**config.mk**
```make
export PLATFORM = sky130hd
export DESIGN_NAME = hazard_sched_unit_flat
export DESIGN_NICKNAME = d
export VERILOG_FILES = /design/src/rtl/pipe_ctrl_pkg.sv /design/src/rtl/hazard_sched_unit_if.sv /design/src/rtl/hazard_scoreboard.sv /design/src/rtl/hazard_sched_unit.sv /design/src/flat_wrapper.sv
export SDC_FILE = /design/constraint.sdc
export NUM_CORES = 1
export LEC_CHECK = 0
export CORE_MARGIN = 1.5
export CORE_UTILIZATION = 55
export CTS_CLUSTER_SIZE = 14
export DETAILED_ROUTE_END_ITERATION = 7
export PLACE_DENSITY = 0.87
export SLEW_MARGIN = 20
export SYNTH_ARGS = -nofsm -noshare
export SYNTH_HDL_FRONTEND = slang
export SYNTH_SLANG_ARGS = --single-unit
```
**constraint.sdc**
```tcl
create_clock -name clk -period 5.79 [get_ports clk]
set_clock_uncertainty 0.2 [all_clocks]
set_input_delay 0.8685 -clock clk [delete_from_list [all_inputs] [get_ports clk]]
set_output_delay 0.8685 -clock clk [all_outputs]
set_load 0.005 [all_outputs]
```
**src/rtl/pipe_ctrl_pkg.sv**
```systemverilog
// pipe_ctrl_pkg: shared types and helpers for the pipeline sequencing controller
package pipe_ctrl_pkg;

    localparam int REG_AW_DEF = 5;
    localparam int SB_AW = 8;

    typedef struct packed {
        logic valid;
        logic wb_en;
        logic mem_read;
        logic [SB_AW-1:0] dest;
    } sb_entry_t;

    typedef enum logic [0:0] {RUN = 1'b0, MEM_WAIT = 1'b1} state_e;

    localparam sb_entry_t SB_NOP = '0;

    function automatic logic sb_live(sb_entry_t e);
        return e.valid && e.wb_en && (e.dest != '0);
    endfunction

    function automatic logic sb_match(sb_entry_t e, logic [SB_AW-1:0] s1, logic [SB_AW-1:0] s2, logic two);
        return sb_live(e) && ((s1 == e.dest) || (two && (s2 == e.dest)));
    endfunction

endpackage

```
**src/rtl/hazard_sched_unit_if.sv**
```systemverilog
// hazard_sched_unit_if: ID-stage decode, branch and memory-wait signals plus pipeline controls
interface hazard_sched_unit_if #(
    parameter int REG_AW = 5,
    parameter int CNT_W  = 16
);
    logic              id_valid;
    logic [REG_AW-1:0] id_src1;
    logic [REG_AW-1:0] id_src2;
    logic              id_two_src;
    logic              id_wb_en;
    logic [REG_AW-1:0] id_dest;
    logic              id_mem_read;
    logic              ex_branch_taken;
    logic              mem_req;
    logic              mem_ready;
    logic              freeze_pc;
    logic              bubble_idex;
    logic              flush_ifid;
    logic              freeze_all;
    logic [CNT_W-1:0]  stall_cycles;

    modport master (
        output id_valid, id_src1, id_src2, id_two_src, id_wb_en, id_dest, id_mem_read,
        output ex_branch_taken, mem_req, mem_ready,
        input  freeze_pc, bubble_idex, flush_ifid, freeze_all, stall_cycles
    );

    modport slave (
        input  id_valid, id_src1, id_src2, id_two_src, id_wb_en, id_dest, id_mem_read,
        input  ex_branch_taken, mem_req, mem_ready,
        output freeze_pc, bubble_idex, flush_ifid, freeze_all, stall_cycles
    );
endinterface

```
**src/rtl/hazard_scoreboard.sv**
```systemverilog
// hazard_scoreboard: EX/MEM/WB destination tracking and RAW / load-use match against ID
module hazard_scoreboard
    import pipe_ctrl_pkg::*;
#(
    parameter int FORWARD_EN = 0,
    parameter int REG_AW     = REG_AW_DEF
) (
    input  logic              clk,
    input  logic              rst,
    input  logic              hold,
    input  logic              load,
    input  logic              id_valid,
    input  logic [REG_AW-1:0] id_src1,
    input  logic [REG_AW-1:0] id_src2,
    input  logic              id_two_src,
    input  logic              id_wb_en,
    input  logic [REG_AW-1:0] id_dest,
    input  logic              id_mem_read,
    output logic              hazard
);
    sb_entry_t ex_e, mem_e, wb_e, id_e;
    logic [SB_AW-1:0] s1, s2;

    assign s1 = SB_AW'(id_src1);
    assign s2 = SB_AW'(id_src2);
    assign id_e = '{valid: 1'b1, wb_en: id_wb_en, mem_read: id_mem_read, dest: SB_AW'(id_dest)};

    // With forwarding only a load in EX can't be bypassed; without it any live producer stalls
    assign hazard = id_valid && ((FORWARD_EN != 0)
        ? (ex_e.mem_read && sb_match(ex_e, s1, s2, id_two_src))
        : (sb_match(ex_e, s1, s2, id_two_src) || sb_match(mem_e, s1, s2, id_two_src)
           || sb_match(wb_e, s1, s2, id_two_src)));

    // Advance the three-entry shadow pipeline unless a memory wait freezes everything
    always_ff @(posedge clk or posedge rst) begin
        if (rst) begin
            ex_e  <= SB_NOP;
            mem_e <= SB_NOP;
            wb_e  <= SB_NOP;
        end else if (!hold) begin
            wb_e  <= mem_e;
            mem_e <= ex_e;
            ex_e  <= load ? id_e : SB_NOP;
        end
    end
endmodule

```
**src/rtl/hazard_sched_unit.sv**
```systemverilog
// hazard_sched_unit: 5-stage pipeline hold/bubble/flush sequencing with memory-wait FSM and stall counter
module hazard_sched_unit
    import pipe_ctrl_pkg::*;
#(
    parameter int FORWARD_EN = 0,
    parameter int REG_AW     = REG_AW_DEF,
    parameter int CNT_W      = 16
) (
    input logic clk,
    input logic rst,
    hazard_sched_unit_if.slave bus
);
    localparam logic [0:0] ST_RUN      = RUN;
    localparam logic [0:0] ST_MEM_WAIT = MEM_WAIT;

    logic [0:0]       state;
    logic             live, hazard, wait_mem, branch, stall;
    logic [CNT_W-1:0] cnt;

    // Outputs stay quiet for the first cycle after reset release, so everything is gated by live
    assign wait_mem = live && (bus.mem_req || state == ST_MEM_WAIT) && !bus.mem_ready;
    assign branch   = live && !wait_mem && bus.ex_branch_taken;
    assign stall    = live && !wait_mem && !branch && hazard;

    assign bus.freeze_all   = wait_mem;
    assign bus.freeze_pc    = wait_mem || stall;
    assign bus.bubble_idex  = branch || stall;
    assign bus.flush_ifid   = branch;
    assign bus.stall_cycles = cnt;

    hazard_scoreboard #(.FORWARD_EN(FORWARD_EN), .REG_AW(REG_AW)) u_sb (
        .clk         (clk),
        .rst         (rst),
        .hold        (wait_mem),
        .load        (bus.id_valid && !bus.bubble_idex),
        .id_valid    (bus.id_valid),
        .id_src1     (bus.id_src1),
        .id_src2     (bus.id_src2),
        .id_two_src  (bus.id_two_src),
        .id_wb_en    (bus.id_wb_en),
        .id_dest     (bus.id_dest),
        .id_mem_read (bus.id_mem_read),
        .hazard      (hazard)
    );

    // wait_mem already encodes both RUN->MEM_WAIT entry and staying until mem_ready
    always_ff @(posedge clk or posedge rst) begin
        if (rst) begin
            state <= ST_RUN;
            live  <= 1'b0;
        end else begin
            state <= wait_mem ? ST_MEM_WAIT : ST_RUN;
            live  <= 1'b1;
        end
    end

    // Saturating count of cycles with the PC held
    always_ff @(posedge clk or posedge rst) begin
        if (rst) cnt <= '0;
        else if (bus.freeze_pc && !(&cnt)) cnt <= cnt + 1'b1;
    end
endmodule

```
**src/flat_wrapper.sv**
```systemverilog
// flat-port wrapper written by rule: the top's interface ports become plain ports
module hazard_sched_unit_flat import pipe_ctrl_pkg::*;
#(
    parameter int FORWARD_EN = 0,
    parameter int REG_AW     = REG_AW_DEF,
    parameter int CNT_W      = 16
)
  (clk, rst, bus_id_valid, bus_id_src1, bus_id_src2, bus_id_two_src, bus_id_wb_en, bus_id_dest, bus_id_mem_read, bus_ex_branch_taken, bus_mem_req, bus_mem_ready, bus_freeze_pc, bus_bubble_idex, bus_flush_ifid, bus_freeze_all, bus_stall_cycles);
  hazard_sched_unit_if #(.REG_AW(REG_AW), .CNT_W(CNT_W)) bus_i ();
  input logic clk;
  input logic rst;
  input wire logic [$bits(bus_i.id_valid)-1:0] bus_id_valid;
  input wire logic [$bits(bus_i.id_src1)-1:0] bus_id_src1;
  input wire logic [$bits(bus_i.id_src2)-1:0] bus_id_src2;
  input wire logic [$bits(bus_i.id_two_src)-1:0] bus_id_two_src;
  input wire logic [$bits(bus_i.id_wb_en)-1:0] bus_id_wb_en;
  input wire logic [$bits(bus_i.id_dest)-1:0] bus_id_dest;
  input wire logic [$bits(bus_i.id_mem_read)-1:0] bus_id_mem_read;
  input wire logic [$bits(bus_i.ex_branch_taken)-1:0] bus_ex_branch_taken;
  input wire logic [$bits(bus_i.mem_req)-1:0] bus_mem_req;
  input wire logic [$bits(bus_i.mem_ready)-1:0] bus_mem_ready;
  output wire logic [$bits(bus_i.freeze_pc)-1:0] bus_freeze_pc;
  output wire logic [$bits(bus_i.bubble_idex)-1:0] bus_bubble_idex;
  output wire logic [$bits(bus_i.flush_ifid)-1:0] bus_flush_ifid;
  output wire logic [$bits(bus_i.freeze_all)-1:0] bus_freeze_all;
  output wire logic [$bits(bus_i.stall_cycles)-1:0] bus_stall_cycles;
  assign bus_i.id_valid = bus_id_valid;
  assign bus_i.id_src1 = bus_id_src1;
  assign bus_i.id_src2 = bus_id_src2;
  assign bus_i.id_two_src = bus_id_two_src;
  assign bus_i.id_wb_en = bus_id_wb_en;
  assign bus_i.id_dest = bus_id_dest;
  assign bus_i.id_mem_read = bus_id_mem_read;
  assign bus_i.ex_branch_taken = bus_ex_branch_taken;
  assign bus_i.mem_req = bus_mem_req;
  assign bus_i.mem_ready = bus_mem_ready;
  assign bus_freeze_pc = bus_i.freeze_pc;
  assign bus_bubble_idex = bus_i.bubble_idex;
  assign bus_flush_ifid = bus_i.flush_ifid;
  assign bus_freeze_all = bus_i.freeze_all;
  assign bus_stall_cycles = bus_i.stall_cycles;
  hazard_sched_unit #(.FORWARD_EN(FORWARD_EN), .REG_AW(REG_AW), .CNT_W(CNT_W)) u_core (.clk(clk), .rst(rst), .bus(bus_i));
endmodule
```
==> results of run 1 <==
==> how the worst max path moves through the flow <==
stage | to | start | slack, ps
CTS | bus_bubble_idex | bus_id_src2[0] | 1550
global placement | bus_bubble_idex | bus_id_src2[3] | 1640
finish | bus_bubble_idex | bus_id_src2[0] | 1580
global route | bus_bubble_idex | bus_id_src2[0] | 1420
detailed placement | bus_bubble_idex | bus_id_src2[0] | 1580
floorplan | bus_freeze_pc | bus_mem_req | 2620
==> routing by layer <==
metal	up-vias	wire (microns)	GRT usage [%]
met5	-	0	0
li1	818	-	-
met3	5	229	4.86
met2	47	2200	38.5
met1	825	2030	30.9
met4	0	40	6.38
==> registers in the layout (all words and copies together) (netlist names) <==
signal and flops:
u_core.bus.stall_cycles 16, u_core.state 1, u_core.live 1, u_core.u_sb.ex_e 7
u_core.u_sb.wb_e 7, u_core.u_sb.mem_e 7
==> power breakdown <==
group          internal, uW  switching, uW
clock network           109           92.2
logic                  93.3           63.9
registers               303           42.5
total                   505            199
==> through the flow <==
stage          util (%)  instances
2_1_floorplan         -        213
3_3_place_gp       70.1        300
3_5_place_dp       70.1        300
4_1_cts            72.8        308
5_1_grt            72.8        308
6_report           72.8        308
==> cells by family after synthesis <==
logic type | after synthesis
DFF | 39
muxes | 2
buffers and inverters | 11
adders and majority gates | 1
other | 1
xor gates and xnor gates | 44
and+or+nand+nor | 99
AOI/OAI and AO/OA | 16
==> worst max-delay path: cells and delay by family <==
kind,cells,cell delay [ps]
AO/OA/AOI/OAI,2,590
XOR/XNOR,1,190
buffers and inverters,3,1020
AND/OR/NAND/NOR,3,460
==> final cells by class <==
class                           count  area (sq um)  area share, %
Clock buffer                        8           100           3.73
Inverter                            5          18.8          0.699
Multi-Input combinational cell    163          1090           40.5
Tap cell                           48          60.1           2.24
Sequential cell                    39           976           36.3
Timing Repair Buffer               45           443           16.5
==> cells in the final DEF, fill, tap and decap left out, types with 2 or more instances in the layout <==
cell	Yosys	final
buf_4	0	3
nor3_1	2	2
nand4_1	8	8
dfrtp_1	39	39
nand3_1	8	8
nor4_1	2	2
nor2_1	5	5
nand2_1	53	53
xnor2_1	44	44
clkbuf_8	0	7
and3_1	3	3
or3_1	3	3
o22ai_1	3	3
inv_1	5	5
a32o_1	6	6
clkdlybuf4s50_1	0	42
o311a_1	3	3
nand3_2	8	8
==> results.md, run 1 <==
- Ys flop type: dfrtp_1
- Fillers: 286
- Post-route worst setup slack: 1580 ps
- Reg-to-Reg End: u_core.bus.stall_cycles[1]
- CTS H-Tree Depth: 2
- RSZ-0062 raised after global routing: no
- Minimum clock period: approximately 4200 ps
- Core area: 3690 sq um
- Clk slew on worst S/H paths: about 80 ps
- Largest net degree at the start of global routing: 40
- CP endpoint kind: output port
- Xor/xnor share of the synthesized area: a little under a fifth
- Syn Area/Cell: around 9.9 sq um
- Worst path max stage delay: around 520 ps
- Timing-limited maximum frequency: 238 MHz
- Pre-CTS WS: 1580 ps
- Remaining DRCs: 0
- Post-synth EDFFs: 0
- Router iterations before antenna repair: 4
- Num CTS Buffers: 5
- Reg2reg path depth: 7
- CTS tree: built
- PwrDens: between 200 and 300 nW/um^2
- Seq cells post-synth: 39
- Min-Delay Path Depth: 2
- Max transition margin: 56.1%
- Hold endpoint: u_core.u_sb.wb_e[9]
- Seq/Total Area, Yosys: between 40% and 50%
- Clock buffer depth: 2
- Worst Hold Slack: between 200 and 300 ps
- Vias in the first global route: roughly 1600
- Crit path kind: in -> out
- ANT nets after route: 0
- IO buf count: between 40 and 50
- Final Setup Violations: 0
- Crit start category: input pin
- Post-synthesis cell area: about 2100 sq um
- Tcrit/Tclk final: between 70 and 80%
- Starting density of the core: between 50% and 60%
- Post-DP Area: approximately 2600 sq um
- Total grt overflow: 0
- Fraction of the mapped netlist area in adder cells: less than 1%
- GPL Wtd Cong: 0.929
- Syn nets: 238
- R2r setup slk: 3010 ps
- Most common cell in the netlist: nand2_1
- DRT iter0 DRCs: between 100 and 150
- Slew Limit Fails: 0
- Fin. Hold Viols: 0
- Critical Path AT: approximately 3100 ps
- CP Cell Sequence: clkdlybuf4s50_1, xnor2_1, nand4_1, o22ai_1, a222oi_1, nor2_1, nor2_4, inv_1, clkdlybuf4s50_1
- Layout area overhead: 27.0%
- TNS Setup: 0 ps
- Layout cells sized above 1: a little under 9%
- Slowest-stage cell, CP: clkdlybuf4s50_1
- Largest area contributor in the netlist: dfrtp_1
- Status: finished, final reports clean
- Clk Tree Root Cell: clkbuf_8
- Worst skew pair latency: around 290 ps
- Die area: approximately 4200 sq um
- Post-synth cell types: 33
- CTS resizes: 0
- Tot Pwr: between 700 and 800 uW
- Die W: 65.0 microns
- Critical path peak fanout: 8
- Worst r2r src: u_core.u_sb.ex_e[0]
- Asr flop ratio synth: 100%
- Syn Inst Count: ~210
- Total global-route track usage: approximately 23%
- Post-Synth Simple-Gate Area: between 20% and 30%
- Number of setup buffers added after CTS: 0
- Leading post-synthesis cells by cell area: dfrtp_1, xnor2_1, nand2_1
- Hold_sp: u_core.u_sb.wb_e[9]
- Num rows: 22
- Final #Nets: approximately 280
- Main combinational cell family by area after synthesis: simple AND/OR/NAND/NOR gates
- Actual slew at the worst max-slew pin: 657 ps
- Die Ht: around 65 microns
- Vias per std cell: 5.50
- Synth Area in Compound Gates: under 10%
- Post-route design area: 2690 sq um
- Maxcap violations: 0
- Mux contribution to synthesized area: between 1 and 1.5%
- P_leak: 0.00111 uW
- First-pass GRT wire length: ~7500 microns
- CP required: 4720 ps
- DR WL/cell: around 15 microns
- Routed wire length: 4500 microns
- # IOs: 44
- Share of the synthesized area in the top cell type: 46.2%
- Peak VDD IR: roughly 230 uV
- Synth cell count leaders: nand2_1, xnor2_1, dfrtp_1
- ANT cells: 0
- Dpl hpwl: between 3000 and 4000 microns
- YS warnings: 0
- Antenna violations before repair: 0
- CP most frequent cell: clkdlybuf4s50_1
- Hold Crit Class: reg -> reg
- Hold Buf Count CTS: 0
- Via count: approximately 1700
- # clock sinks: 39
Power figures use the tool's default switching activity.
==> run 2: changes to the inputs <==
- CORE_UTILIZATION: 55 -> 46
- PLACE_DENSITY: 0.87 -> 0.78
- clock period: 5.79 -> 3.5 ns (I/O delays scaled with it)
==> results.md, run 2 (synthesis results as in run 1) <==
- Clk slew on worst S/H paths: ~80 ps
- Critical Path AT: approximately 2600 ps
- Fin. Hold Viols: 0
- Starting density of the core: ~48%
- Minimum clock period: 3340 ps
- Via count: approximately 1700
- Post-route design area: roughly 2700 sq um
- Max transition margin: approximately 59%
- Num rows: 24
- Tcrit/Tclk final: ~95%
- Maxcap violations: 0
- Crit start category: input pin
- CTS H-Tree Depth: 2
- Register share of total power: 50.9%
- Router iterations before antenna repair: 4
- Int Pwr: ~800 uW
- CTS resizes: 0
- Crit path kind: in -> out
- Largest register FFs: 16
- First-pass GRT wire length: 7410 microns
- Slew Limit Fails: 0
- Die area: 5010 sq um
- Peak VDD IR: between 300 and 400 uV
- Total global-route track usage: a little under a fifth
- Commonest non-fill, non-tap cell in the layout: nand2_1
- Post-DP Area: approximately 2600 sq um
- Vias in the first global route: 1609
- DRT iter0 DRCs: just under 90
- PwrDens: 414 nW/um^2
- Final Setup Violations: 0
- Timing-limited maximum frequency: roughly 300 MHz
- Reg-to-Reg End: u_core.bus.stall_cycles[1]
- Clock power share: between 20% and 30%
- CP required: around 2800 ps
- ANT nets after route: 0
- ANT cells: 0
- CP endpoint kind: output port
- Min-Delay Path Depth: 2
- Hold Buf Count CTS: 0
- Die Ht: just over 70 microns
- R2r setup slk: approximately 730 ps
- DR WL/cell: ~14 microns
- Gate power share: around a quarter
- Total grt overflow: 0
- Layout area overhead: 27.5%
- # IOs: 44
- Status: finished, final reports clean
- Actual slew at the worst max-slew pin: around 600 ps
- Dpl hpwl: 3150 microns
- Vias per std cell: between 5 and 6
- Die W: about 71 microns
- Psw: approximately 320 uW
- TNS Setup: 0 ps
- Remaining DRCs: 0
- Hold Crit Class: reg -> reg
- # clock sinks: 39
- Hold endpoint: u_core.u_sb.wb_e[10]
- Clock buffer depth: 2
- Antenna violations before repair: 0
- IO buf count: between 40 and 50
- Num CTS Buffers: 5
- GPL Wtd Cong: 0.827
- Worst skew pair latency: 290 ps
- Routed wire length: 4470 microns
- Clk Tree Root Cell: clkbuf_8
- P_leak: about 0.0011 uW
- Core area: between 4000 and 5000 sq um
- Worst r2r src: u_core.u_sb.ex_e[0]
- RSZ-0062 raised after global routing: no
- CTS tree: built
- Critical path peak fanout: 3
- Hold_sp: u_core.u_sb.wb_e[10]
- Most frequent cells in the layout: nand2_1, xnor2_1, clkdlybuf4s50_1
- Reg2reg path depth: 8
- Number of setup buffers added after CTS: 0
- Switch share: 28.7%
- Final #Nets: 287
- Largest net degree at the start of global routing: 40
- Layout cells sized above 1: a little under a tenth
## run 2: worst max-delay path by stage
stage,to,slack [ps],depth (start not counted),startpoint
after global placement,bus_bubble_idex,190,10,bus_id_src1[1]
after global routing,bus_bubble_idex,60,10,bus_id_src1[0]
after floorplan,bus_bubble_idex,940,6,u_core.u_sb.ex_e[0]
final,bus_bubble_idex,160,10,bus_id_src2[3]
after CTS,bus_bubble_idex,160,8,u_core.u_sb.ex_e[0]
after detailed placement,bus_bubble_idex,170,10,bus_id_src1[4]
## run 2: power by group through the flow
| stage | Clock [uW] | Combinational, uW | Sequential, uW |
|---|---|---|---|
| after floorplan | 0 | 139 | 565 |
| after global routing | 319 | 288 | 581 |
| after CTS | 297 | 263 | 569 |
| after global placement | 0 | 257 | 574 |
| final | 289 | 260 | 568 |
| after detailed placement | 0 | 260 | 577 |
## run 2: per-stage QoR
| step | hold WS, ps | worst slack, ps | total power [uW] | utilization, % | std cells |
|---|---|---|---|---|---|
| 2_1_floorplan | 239 | 940 | 705 | - | 213 |
| 3_3_place_gp | 250 | 194 | 832 | 59.6 | 307 |
| 3_5_place_dp | 271 | 174 | 837 | 59.6 | 307 |
| 4_1_cts | 290 | 162 | 1130 | 61.5 | 315 |
| 5_1_grt | 321 | 62.8 | 1190 | 61.5 | 315 |
| 6_report | 287 | 161 | 1120 | 61.5 | 315 |
## run 2: layer usage
| layer | GRT usage, % | vias to the layer above | wire length (microns) |
|---|---|---|---|
| li1 | - | 827 | - |
| met1 | 24.9 | 816 | 2010 |
| met2 | 30.6 | 52 | 2170 |
| met3 | 4.84 | 2 | 264 |
| met4 | 3.56 | 0 | 21 |
| met5 | 0 | - | 0 |
## run 2: layout make-up
cell class                 count  area (sq um)
multi-input combinational    163          1090
timing repair buffer          48           465
clock buffer                   7          76.3
fill                         382          1690
sequential                    39           976
clock inverter                 1          5.00
inverter                       5          18.8
tap                           52          65.1
## run 2: worst max-delay path, stage by stage
cell,delay [ps]
clkdlybuf4s50_1,560
xnor2_1,160
nand4_1,130
o22ai_1,170
a222oi_1,140
buf_4,160
nor2_1,190
nor2_4,40
inv_1,50
clkdlybuf4s50_1,480
==> run 3: changes to the inputs <==
- CAP_MARGIN: default -> 20
==> results of run 3 <==
The final DEF is identical to that of run 2; final timing and power are the same.
